## config.mk

```make
export PLATFORM = sky130hd
export DESIGN_NAME = card_deal_controller
export DESIGN_NICKNAME = d
export VERILOG_FILES = /design/src/rtl/card_deal_controller_pkg.sv /design/src/rtl/card_deal_controller_lfsr16.sv /design/src/rtl/card_deal_controller.sv
export SDC_FILE = /design/constraint.sdc
export NUM_CORES = 1
export LEC_CHECK = 0
export CAP_MARGIN = 20
export CELL_PAD_IN_SITES_DETAIL_PLACEMENT = 0
export CELL_PAD_IN_SITES_GLOBAL_PLACEMENT = 1
export CORE_MARGIN = 2
export CORE_UTILIZATION = 30
export CTS_CLUSTER_SIZE = 30
export DETAILED_ROUTE_END_ITERATION = 12
export MAX_ROUTING_LAYER = met4
export PLACE_DENSITY_LB_ADDON = 0.1
export SLEW_MARGIN = 10
export SYNTH_ARGS = -nofsm -noshare
export SYNTH_HDL_FRONTEND = slang
export SYNTH_SLANG_ARGS = --single-unit
```

## constraint.sdc

```tcl
create_clock -name clk -period 6.02 [get_ports clk]
set_input_delay 1.204 -clock clk [delete_from_list [all_inputs] [get_ports clk]]
set_output_delay 1.204 -clock clk [all_outputs]
set_load 0.005 [all_outputs]
```

## src/rtl/card_deal_controller_pkg.sv

```systemverilog
// Shared card definitions: widths, card state codes, palette, write payload, shuffle helpers.
package card_deal_controller_pkg;

    localparam int unsigned MAX_CARDS = 32;
    localparam int unsigned ADDR_W    = 5;
    localparam int unsigned NUM_W     = 6;
    localparam int unsigned COLOR_W   = 12;
    localparam int unsigned LFSR_W    = 16;
    localparam int unsigned PAL_IDX_W = 4;

    localparam logic [LFSR_W-1:0] LFSR_SEED_DEF = 16'hACE1;
    // Galois feedback mask for x^16 + x^14 + x^13 + x^11 + 1 (right-shifting form)
    localparam logic [LFSR_W-1:0] LFSR_TAPS     = 16'hB400;

    typedef logic [1:0]         card_state_t;
    typedef logic [COLOR_W-1:0] color_t;
    typedef logic [ADDR_W-1:0]  addr_t;

    localparam card_state_t CARD_UNUSED  = 2'b00;
    localparam card_state_t CARD_COVERED = 2'b01;
    localparam card_state_t CARD_REMOVED = 2'b10;
    localparam card_state_t CARD_SHOWN   = 2'b11;

    // One card-memory write beat
    typedef struct packed {
        logic        we;
        addr_t       addr;
        color_t      color;
        card_state_t state;
    } card_wr_t;

    typedef enum logic [2:0] {
        ST_IDLE    = 3'd0,
        ST_FILL    = 3'd1,
        ST_SHUFFLE = 3'd2,
        ST_WRITE   = 3'd3,
        ST_DONE    = 3'd4
    } deal_state_e;

    // Fixed RGB444 palette, one entry per colour pair
    function automatic color_t card_palette(input logic [PAL_IDX_W-1:0] idx);
        color_t c;
        case (idx)
            4'd0:    c = 12'hF00;
            4'd1:    c = 12'h0F0;
            4'd2:    c = 12'h00F;
            4'd3:    c = 12'hFF0;
            4'd4:    c = 12'hF0F;
            4'd5:    c = 12'h0FF;
            4'd6:    c = 12'hFFF;
            4'd7:    c = 12'hF80;
            4'd8:    c = 12'h8F0;
            4'd9:    c = 12'h08F;
            4'd10:   c = 12'hF08;
            4'd11:   c = 12'h80F;
            4'd12:   c = 12'h888;
            4'd13:   c = 12'hF88;
            4'd14:   c = 12'h8F8;
            default: c = 12'h88F;
        endcase
        return c;
    endfunction

    // Smallest all-ones value >= i, by smearing the top set bit downwards
    function automatic addr_t shuffle_mask(input addr_t i);
        addr_t m;
        m = i;
        for (int k = 1; k < int'(ADDR_W); k++) begin
            m = m | (i >> k);
        end
        return m;
    endfunction

    // Map masked random bits into 0..i; out-of-range values fold back below i
    function automatic addr_t fold_index(input addr_t r_raw, input addr_t i);
        addr_t r;
        r = r_raw & shuffle_mask(i);
        if (r <= i) begin
            return r;
        end
        return r - i - addr_t'(1);
    endfunction

endpackage

```

## src/rtl/card_deal_controller_lfsr16.sv

```systemverilog
// Free-running 16-bit Galois LFSR; steps every clock.
module card_lfsr16
    import card_deal_controller_pkg::*;
#(
    parameter logic [LFSR_W-1:0] SEED = LFSR_SEED_DEF
) (
    input  logic              clk,
    input  logic              rst,
    output logic [LFSR_W-1:0] out
);

    logic [LFSR_W-1:0] lfsr_q;
    logic [LFSR_W-1:0] lfsr_d;

    // Shift right, fold the feedback taps in when the outgoing bit is set
    always_comb begin
        lfsr_d = {1'b0, lfsr_q[LFSR_W-1:1]};
        if (lfsr_q[0]) begin
            lfsr_d = lfsr_d ^ LFSR_TAPS;
        end
    end

    // State register, reloads the seed on reset
    always_ff @(posedge clk or negedge rst) begin
        if (!rst) begin
            lfsr_q <= SEED;
        end else begin
            lfsr_q <= lfsr_d;
        end
    end

    assign out = lfsr_q;

endmodule

```

## src/rtl/card_deal_controller.sv

```systemverilog
// Builds a shuffled deal of colour pairs and streams it into the card memory.
module card_deal_controller
    import card_deal_controller_pkg::*;
#(
    parameter logic [LFSR_W-1:0] LFSR_SEED = LFSR_SEED_DEF
) (
    input  logic               clk,
    input  logic               rst,
    input  logic               compute_colors_en,
    input  logic [NUM_W-1:0]   num_of_cards,
    output logic               mem_we,
    output logic [ADDR_W-1:0]  mem_addr,
    output logic [COLOR_W-1:0] mem_color,
    output logic [1:0]         mem_state,
    output logic               compute_done,
    output logic               busy,
    output logic               cfg_err
);

    deal_state_e       state_q, state_d;
    logic              en_q;
    logic [NUM_W-1:0]  neff_q, neff_d;
    addr_t             idx_q, idx_d;
    logic              cfg_err_q, cfg_err_d;
    logic              busy_q, busy_d;
    logic              done_q, done_d;
    card_wr_t          wr_q, wr_d;
    color_t            card_buf_q [MAX_CARDS];
    color_t            card_buf_d [MAX_CARDS];

    logic [LFSR_W-1:0] lfsr_w;
    logic              lfsr_unused;
    logic              start_c;
    logic [NUM_W-1:0]  req_neff;
    logic              req_err;
    addr_t             swap_j;
    addr_t             last_idx;
    logic              idx_in_deck;

    card_lfsr16 #(
        .SEED (LFSR_SEED)
    ) u_lfsr (
        .clk (clk),
        .rst (rst),
        .out (lfsr_w)
    );

    // Only the low bits feed the shuffle index
    assign lfsr_unused = ^lfsr_w[LFSR_W-1:ADDR_W];

    assign start_c     = (state_q == ST_IDLE) && compute_colors_en && !en_q;
    assign req_neff    = ((num_of_cards > NUM_W'(MAX_CARDS)) ? NUM_W'(MAX_CARDS) : num_of_cards)
                         & ~NUM_W'(1);
    assign req_err     = num_of_cards[0]
                         || (num_of_cards < NUM_W'(2))
                         || (num_of_cards > NUM_W'(MAX_CARDS));
    assign swap_j      = fold_index(lfsr_w[ADDR_W-1:0], idx_q);
    assign last_idx    = ADDR_W'(neff_q - NUM_W'(1));
    assign idx_in_deck = NUM_W'(idx_q) < neff_q;

    // Next-state, shuffle buffer update and registered output values
    always_comb begin
        state_d    = state_q;
        idx_d      = idx_q;
        neff_d     = neff_q;
        cfg_err_d  = cfg_err_q;
        busy_d     = busy_q;
        done_d     = 1'b0;
        wr_d       = '0;
        card_buf_d = card_buf_q;

        case (state_q)
            ST_IDLE: begin
                busy_d = 1'b0;
                if (start_c) begin
                    neff_d    = req_neff;
                    cfg_err_d = req_err;
                    busy_d    = 1'b1;
                    idx_d     = '0;
                    state_d   = (req_neff == '0) ? ST_WRITE : ST_FILL;
                end
            end

            ST_FILL: begin
                if (!compute_colors_en) begin
                    state_d = ST_IDLE;
                    busy_d  = 1'b0;
                    idx_d   = '0;
                end else begin
                    card_buf_d[idx_q] = card_palette(idx_q[ADDR_W-1:1]);
                    if (idx_q == last_idx) begin
                        state_d = ST_SHUFFLE;
                        idx_d   = last_idx;
                    end else begin
                        idx_d = idx_q + addr_t'(1);
                    end
                end
            end

            ST_SHUFFLE: begin
                if (!compute_colors_en) begin
                    state_d = ST_IDLE;
                    busy_d  = 1'b0;
                    idx_d   = '0;
                end else begin
                    // j == i writes the same value back twice, i.e. no change
                    card_buf_d[idx_q]  = card_buf_q[swap_j];
                    card_buf_d[swap_j] = card_buf_q[idx_q];
                    if (idx_q == addr_t'(1)) begin
                        state_d = ST_WRITE;
                        idx_d   = '0;
                    end else begin
                        idx_d = idx_q - addr_t'(1);
                    end
                end
            end

            ST_WRITE: begin
                if (!compute_colors_en) begin
                    state_d = ST_IDLE;
                    busy_d  = 1'b0;
                    idx_d   = '0;
                end else begin
                    wr_d.we    = 1'b1;
                    wr_d.addr  = idx_q;
                    wr_d.color = idx_in_deck ? card_buf_q[idx_q] : '0;
                    wr_d.state = idx_in_deck ? CARD_COVERED : CARD_UNUSED;
                    if (idx_q == addr_t'(MAX_CARDS - 1)) begin
                        state_d = ST_DONE;
                    end else begin
                        idx_d = idx_q + addr_t'(1);
                    end
                end
            end

            ST_DONE: begin
                busy_d = 1'b0;
                if (compute_colors_en) begin
                    done_d = 1'b1;
                end else begin
                    state_d = ST_IDLE;
                    idx_d   = '0;
                end
            end

            default: begin
                state_d = ST_IDLE;
                busy_d  = 1'b0;
                idx_d   = '0;
            end
        endcase
    end

    // State, deck and output registers
    always_ff @(posedge clk or negedge rst) begin
        if (!rst) begin
            state_q   <= ST_IDLE;
            en_q      <= 1'b0;
            neff_q    <= '0;
            idx_q     <= '0;
            cfg_err_q <= 1'b0;
            busy_q    <= 1'b0;
            done_q    <= 1'b0;
            wr_q      <= '0;
            for (int k = 0; k < int'(MAX_CARDS); k++) begin
                card_buf_q[k] <= '0;
            end
        end else begin
            state_q    <= state_d;
            en_q       <= compute_colors_en;
            neff_q     <= neff_d;
            idx_q      <= idx_d;
            cfg_err_q  <= cfg_err_d;
            busy_q     <= busy_d;
            done_q     <= done_d;
            wr_q       <= wr_d;
            card_buf_q <= card_buf_d;
        end
    end

    assign mem_we       = wr_q.we;
    assign mem_addr     = wr_q.addr;
    assign mem_color    = wr_q.color;
    assign mem_state    = wr_q.state;
    assign compute_done = done_q;
    assign busy         = busy_q;
    assign cfg_err      = cfg_err_q;

endmodule

```

# --- Yosys cells after proc, flatten, opt, wreduce, memory -nomap -nowiden ---
# Memories as Yosys holds them, arrays and structs flattened.
# Cells that the tools add are included.
# Widths: inputs -> output; s select.
word_totals:
  register_bits: 437
  latchBits: 0
  mem_bits_rw: 0
  romBits: 192
  inputBits: 9
  out_inout_bits: 23
  elab_cells: 148
  n_memories: 1
classes:
  add_sub_neg: 5
  multipliers: 0
  n_div: 0
  n_lt_le_gt_ge: 8
  n_eq_ne: 16
  shift: 0
  muxes: 51
  bitwise_logic: 8
  n_reduce_logical: 15
memory_table:
  columns: ["name", "words", "width", "rd", "rd_ports_with_merged_regs", "wr", "line", "rtl"]
  rows:
  - ["(no name shown)", 16, 12, 1, 0, 0, "card_deal_controller_pkg.sv:43", "case (idx)"]
ops:
  columns: ["cell", "n"]
  rows:
  - ["$bwmux 384", 3]
  - ["$mux 384", 2]
  - ["$pmux 384 s2", 1]
  - ["$bmux 12 s5", 2]
  - ["$demux 12 s5", 2]
  - ["$mux 12", 9]
  - ["$mux 5", 10]
  - ["$mux 20", 2]
  - ["$pmux 5 s5", 1]
  - ["$mux 3", 8]
  - ["$mux 16", 1]
  - ["$pmux 3 s5", 1]
  - ["$sub 5x1->5 const B", 3]
  - ["$ge 6x6->1 const B", 2]
  - ["$lt 6x1->1 const B", 2]
  - ["$ne 3x3->1 const B", 4]
  - ["$not 5->6", 2]
  - ["$ne 2x2->1 const B", 5]
  - ["$eq 3x2->1 const B", 2]
  - ["$gt 6x6->1 const B", 1]
  - ["$logic_not 6->1", 1]
  - ["$lt 5x6->1", 1]
  - ["$lt 6x2->1 const B", 1]
  - ["$mux 1", 6]
  - ["26 further kinds", 31]

# --- Depth between registers and ports, before layout ---
logic_depth:
  ltp_word: 16
  mapped_depth: 28
  mapped_depth_nobuf: 18

# --- Modules after synthesis ---
# A second synthesis with hierarchy kept.
hier_totals:
  cells_unflattened: 3354
  area_unflattened_um2: 29470.8
by_module_without_submodules:
  columns: ["module", "n_inst", "cells_per_inst", "area_each_um2", "seq_area_each_um2"]
  rows:
  - ["card_deal_controller", 1, 3322, 28936.5, 10510.1]
  - ["card_lfsr16", 1, 32, 534.3, 410.4]

# --- Least setup slack after synthesis ---
# OpenSTA, ideal clock, no wires.
synth_path:
  kind: "register -> register"
  startpoint: "reg idx_q[1]"
  endpoint: "reg card_buf_q[220] in the netlist's numbering"
  setup_time_ps: 126
  arrival_ps: 5478
  required_ps: 5894
  path_slack_ps: 416
  stages_incl_launch_ff: 24
  path_buffers: 7
  period_less_slack_ps: 5604
  path_cell_list: "dfrtp_1 > buf_4 > buf_2 > buf_2 > clkbuf_1 > inv_1 > ha_1 > nor2b_1 > nand2_2 > nand2_1 > inv_2 > ha_1 > fa_1 > a21o_1 > a311o_1 > o221ai_1 > clkbuf_1 > nor3_1 > buf_2 > a32o_1 > nor4_4 > buf_2 > nor2_1 > o32a_1"
synth_between:
  elab_chain_len: 16
  word_cells_on_any_way: 38
  cone_classes: "2 x add/sub; 5 x order compare; 21 x mux; 7 x bitwise; 2 x reduce/logical; 1 x memory"
synth_lines:
  columns: ["element", "line", "rtl"]
  rows:
  - ["start: declaration", "card_deal_controller.sv:23", "addr_t idx_q, idx_d;"]
  - ["start signal: assignment", "card_deal_controller.sv:172", "idx_q <= idx_d;"]
  - ["$or 5x4->5", "card_deal_controller_pkg.sv:69", "m = m | (i >> k);"]
  - ["$or 5x3->5", "card_deal_controller_pkg.sv:69", null]
  - ["$or 5x2->5", "card_deal_controller_pkg.sv:69", null]
  - ["$or 5x1->5", "card_deal_controller_pkg.sv:69", null]
  - ["$and 5x5->5", "card_deal_controller_pkg.sv:77", "r = r_raw & shuffle_mask(i);"]
  - ["$sub 5x5->5 or $le 5x5->1 (tied branches)", "card_deal_controller_pkg.sv:81, card_deal_controller_pkg.sv:78", null]
  - ["$sub 5x1->5 or $mux 1 (tied branches)", "card_deal_controller_pkg.sv:81, card_deal_controller_pkg.sv:78", null]
  - ["$mux 5", "card_deal_controller_pkg.sv:81", "return r - i - addr_t'(1);"]
  - ["$not 5->6 (implied by the code)", "card_deal_controller.sv:107, card_deal_controller.sv:108", null]
  - ["$ge 6x6->1 (implied by the code) (tied with other cells)", "card_deal_controller.sv:108", "card_buf_d[swap_j] = card_buf_q[idx_q];"]
  - ["$logic_and 1x1->1 (implied by the code) or $mux 12 (tied branches)", "card_deal_controller.sv:108, card_deal_controller.sv:107", null]
  - ["$mux 12, on equally long branches", "card_deal_controller.sv:108, card_deal_controller.sv:107", null]
  - ["$demux 12 s5 or $bwmux 384 (tied branches)", "card_deal_controller.sv:108, card_deal_controller.sv:107", null]
  - ["$bwmux 384", "card_deal_controller.sv:108", null]
  - ["$mux 384", "card_deal_controller.sv:101", "if (!compute_colors_en) begin"]
  - ["$pmux 384 s2 (*)", "card_deal_controller.sv:72", "case (state_q)"]
  - ["end signal: assignment", "card_deal_controller.sv:177", "card_buf_q <= card_buf_d;"]
  - ["end: declaration", "card_deal_controller.sv:28", "color_t card_buf_q [MAX_CARDS];"]
# Every way passes the cells marked *; elsewhere a longest branch is shown, timed or not. The select of a mux whose other input is x is not followed.
# A chain may end at the register's enable or synchronous reset.

# --- Final worst setup path ---
layout_path:
  startpoint: "reg idx_q[1]"
  endpoint: "reg card_buf_q[333] in the netlist's numbering"
# The elaborated chain is that of the path after synthesis.

==> results.json <==
{
  "fp.dieH_um": 316,
  "routed_wl_um": 181000,
  "slew_viol_final": 0,
  "vias_per_cell": 6.71,
  "final.min_clock_period_ns": 5.77,
  "rsz0062_at_grt": "no",
  "netlist_area_um2": 29300,
  "die_area_um2": 100000,
  "ys_seq_elements": 436,
  "grt_pass1_vias": 29221,
  "antenna_found_initial": 16,
  "critPathSlowestCell": "and4_2",
  "wl_per_cell_um": 39.7,
  "worst_pin_slew_ns": 1.25,
  "path_class": "register to register",
  "finalNetCount": 3271,
  "grtUsageMet3_pct": 9.23,
  "synth.net_count": 3231,
  "place_area_um2": 31900,
  "port_buffers": 30,
  "use_met1_pct": 50.1,
  "grt-busiest-layer": "met2",
  "slew_headroom_pct": 16.3,
  "clkLatencyLatePin_ns": 0.69,
  "synth.distinct_cells": 75,
  "cp.required_ns": 6.57,
  "first_pass_iters": 6,
  "core-area_um2": 96700,
  "ant_nets": 0,
  "cts-root-buf": "clkbuf_16",
  "postCtsSetupBuffers": 0,
  "arrival_ns": 6.32,
  "seq_area_um2": 10900,
  "synth_area_per_cell_um2": 9.15,
  "crit_buf_inv": 4,
  "crit_path_end_kind": "register",
  "cts-resized-gates": 0,
  "area_delta_synth_final_pct": 15.8,
  "status": "completed",
  "dr_total_vias": 30673,
  "met2_usage_pct": 52.2,
  "numCtsBuffers": 55,
  "netlist.top_cell.by_area": "dfrtp_1",
  "crit_family": "compound AO/OA/AOI/OAI gates",
  "path_max_fanout": 26,
  "regToRegSetupSlack_ns": 0.25,
  "drive_gt1_share_pct": 16.7,
  "clock-sinks": 436,
  "dp_hpwl_um": 130000,
  "cts-htree-levels": 2,
  "final_cells": 4568,
  "gr-total-overflow": 0,
  "finalSetupTns_ns": 0,
  "clockBufferDepth": 3,
  "max_cap_violations": 0,
  "num_rows": 114,
  "ys_top_cells_by_count": "533 x nor2_1, 428 x dfrtp_1, 393 x nand2_1, 215 x a21oi_1, 185 x o32a_1",
  "synth_area_leaders": "dfrtp_1 37%, mux4_2 9.3%, nor2_1 6.8%, o32a_1 6.3%, nand2_1 5.0%",
  "holdBufCountCts": 0,
  "syn_inst": 3199,
  "drc": 0,
  "maxClockFrequency_mhz": 173,
  "synth_edf_count": 0,
  "setup_violations": 0,
  "fin_skew_ns": 0.0286,
  "synthFlopType": "dfrtp_1",
  "timing.final.hold_violations": 0,
  "crit_chain": "inv_1 -> ha_1 -> nor2b_1 -> nand2_2 -> nand2_1 -> inv_2 -> ha_1 -> nand4_1 -> o21a_1 -> o21a_1 -> mux2_4 -> buf_12 -> nand3_1 -> a32oi_1 -> and4_2 -> buf_4 -> nor2_1 -> o32a_1",
  "grt_pass1_wl_um": 250000,
  "multi_input_area_um2": 17100,
  "place_inst": 4458,
  "die_w_um": 316,
  "yosysWarnings": 0,
  "critPathMaxStageDelay_ns": 0.70,
  "initial_core_util_pct": 30.3,
  "final_area_um2": 33900,
  "fillerInstances": 9942,
  "start_kind": "register",
  "seq_area_frac_synth_pct": 37.3,
  "drt_iter0_drc": 4757,
  "io_pins": 32,
  "finalCritPeriodShare_pct": 95.9,
  "holdCritPathClass": "register to register",
  "gp_congestion": 1.03,
  "async_reset_ff_share_pct": 100,
  "synthMostInstantiatedCell": "nor2_1",
  "grt_usage_pct": 37.1,
  "cts_tree": "done",
  "clkTransAtPathRegs_ns": 0.06,
  "grt_max_degree": 117,
  "netlist.area_leader.share_pct": 36.6
}
==> area by class of cell <==
| cell class | instances | share of cell area [%] |
|---|---|---|
| diodes | 7 | 0.0517 |
| repair buffers | 258 | 6.55 |
| inverters | 19 | 0.211 |
| well taps | 1276 | 4.71 |
| multi-input cells | 2469 | 50.5 |
| clock inverters | 29 | 1.10 |
| flip-flops and latches | 436 | 32.3 |
| clock buffers | 74 | 4.60 |
==> through the flow <==
stage               hold WS, ns  worst slack, ns  util (%)
CTS                       0.354            0.440      35.0
finish                    0.350            0.249      35.0
detailed placement        0.342            0.483      33.0
floorplan                 0.331            0.416         -
global placement          0.346            0.477      33.0
global route              0.357            0.119      35.0
==> worst paths after layout <==
path	start	endpoint	cells after the start
max	idx_q[1]$_DFFE_PN0P_	card_buf_q[333]$_DFFE_PN0P_	18
min	u_lfsr.out[12]$_DFF_PN0_	u_lfsr.out[11]$_DFF_PN1_	0
max reg2reg	idx_q[1]$_DFFE_PN0P_	card_buf_q[333]$_DFFE_PN0P_	18
min reg2reg	u_lfsr.out[12]$_DFF_PN0_	u_lfsr.out[11]$_DFF_PN1_	0
max in group asynchronous	rst	card_buf_q[264]$_DFFE_PN0P_	2
min in group asynchronous	rst	mem_state[0]$_DFF_PN0_	1
==> state kept, by name, summed over array words and instances, names as in the netlist <==
name / count
mem_addr: 5
en_q: 1
neff_q: 5
card_buf_q: 384
idx_q: 5
compute_done: 1
mem_color: 12
cfg_err: 1
u_lfsr.out: 16
busy: 1
state_q: 3
mem_state: 1
mem_we: 1
==> layer usage <==
metal  share of wire (%)  up-vias
met5                   0        -
met4                 5.3        0
met3                  11      426
met2                  42     2161
met1                  42    15912
li1                    -    12174
==> worst reg2reg max path: stages, from the launching register on <==
cell and delay, ns:
dfrtp_4 0.47, inv_1 0.10, ha_1 0.18, nor2b_1 0.23, nand2_2 0.09, nand2_1 0.12, inv_2 0.07, ha_1 0.34
nand4_1 0.10, o21a_1 0.20, o21a_1 0.51, mux2_4 0.57, buf_12 0.32, nand3_1 0.22, a32oi_1 0.69, and4_2 0.70
buf_4 0.29, nor2_1 0.08, o32a_1 0.35
==> cell usage in the layout, fill, tap and decap left out, types with 10 or more instances in the layout <==
master	netlist	routed
nor2_1	533	531
dfrtp_1	428	425
nand2_1	393	392
a21oi_1	215	213
buf_4	14	212
o32a_1	185	185
nand3_1	136	136
mux2i_1	141	130
mux4_2	121	121
o21ai_0	85	84
o221ai_1	82	82
o21a_1	71	70
clkbuf_16	0	56
o22ai_1	54	54
o22a_1	39	39
a31oi_1	36	36
nand2b_1	31	30
clkdlybuf4s50_1	0	29
nor3_1	33	26
a32o_1	24	24
a22oi_1	24	24
ha_1	22	22
a221oi_1	20	20
o21ai_1	16	16
a21oi_2	16	16
a32oi_1	16	16
buf_12	0	16
nor2b_1	17	15
inv_1	14	14
and2_1	14	14
clkinv_2	0	14
nand4_1	12	12
a222oi_1	11	11
and3_1	10	10
nor3_2	3	10
==> cells by family after synthesis <==
family	share of synthesized area [%]
flip-flops	37.3
XOR/XNOR	0.419
AND/OR/NAND/NOR	18.0
adder cells (fa/ha/maj)	1.01
multiplexers	14.5
AO/OA/AOI/OAI	23.8
buffers and inverters	4.90
other	0.0128
Power is not shown: default switching activity piles up to over one toggle a cycle in this logic, so the estimate is an artifact.
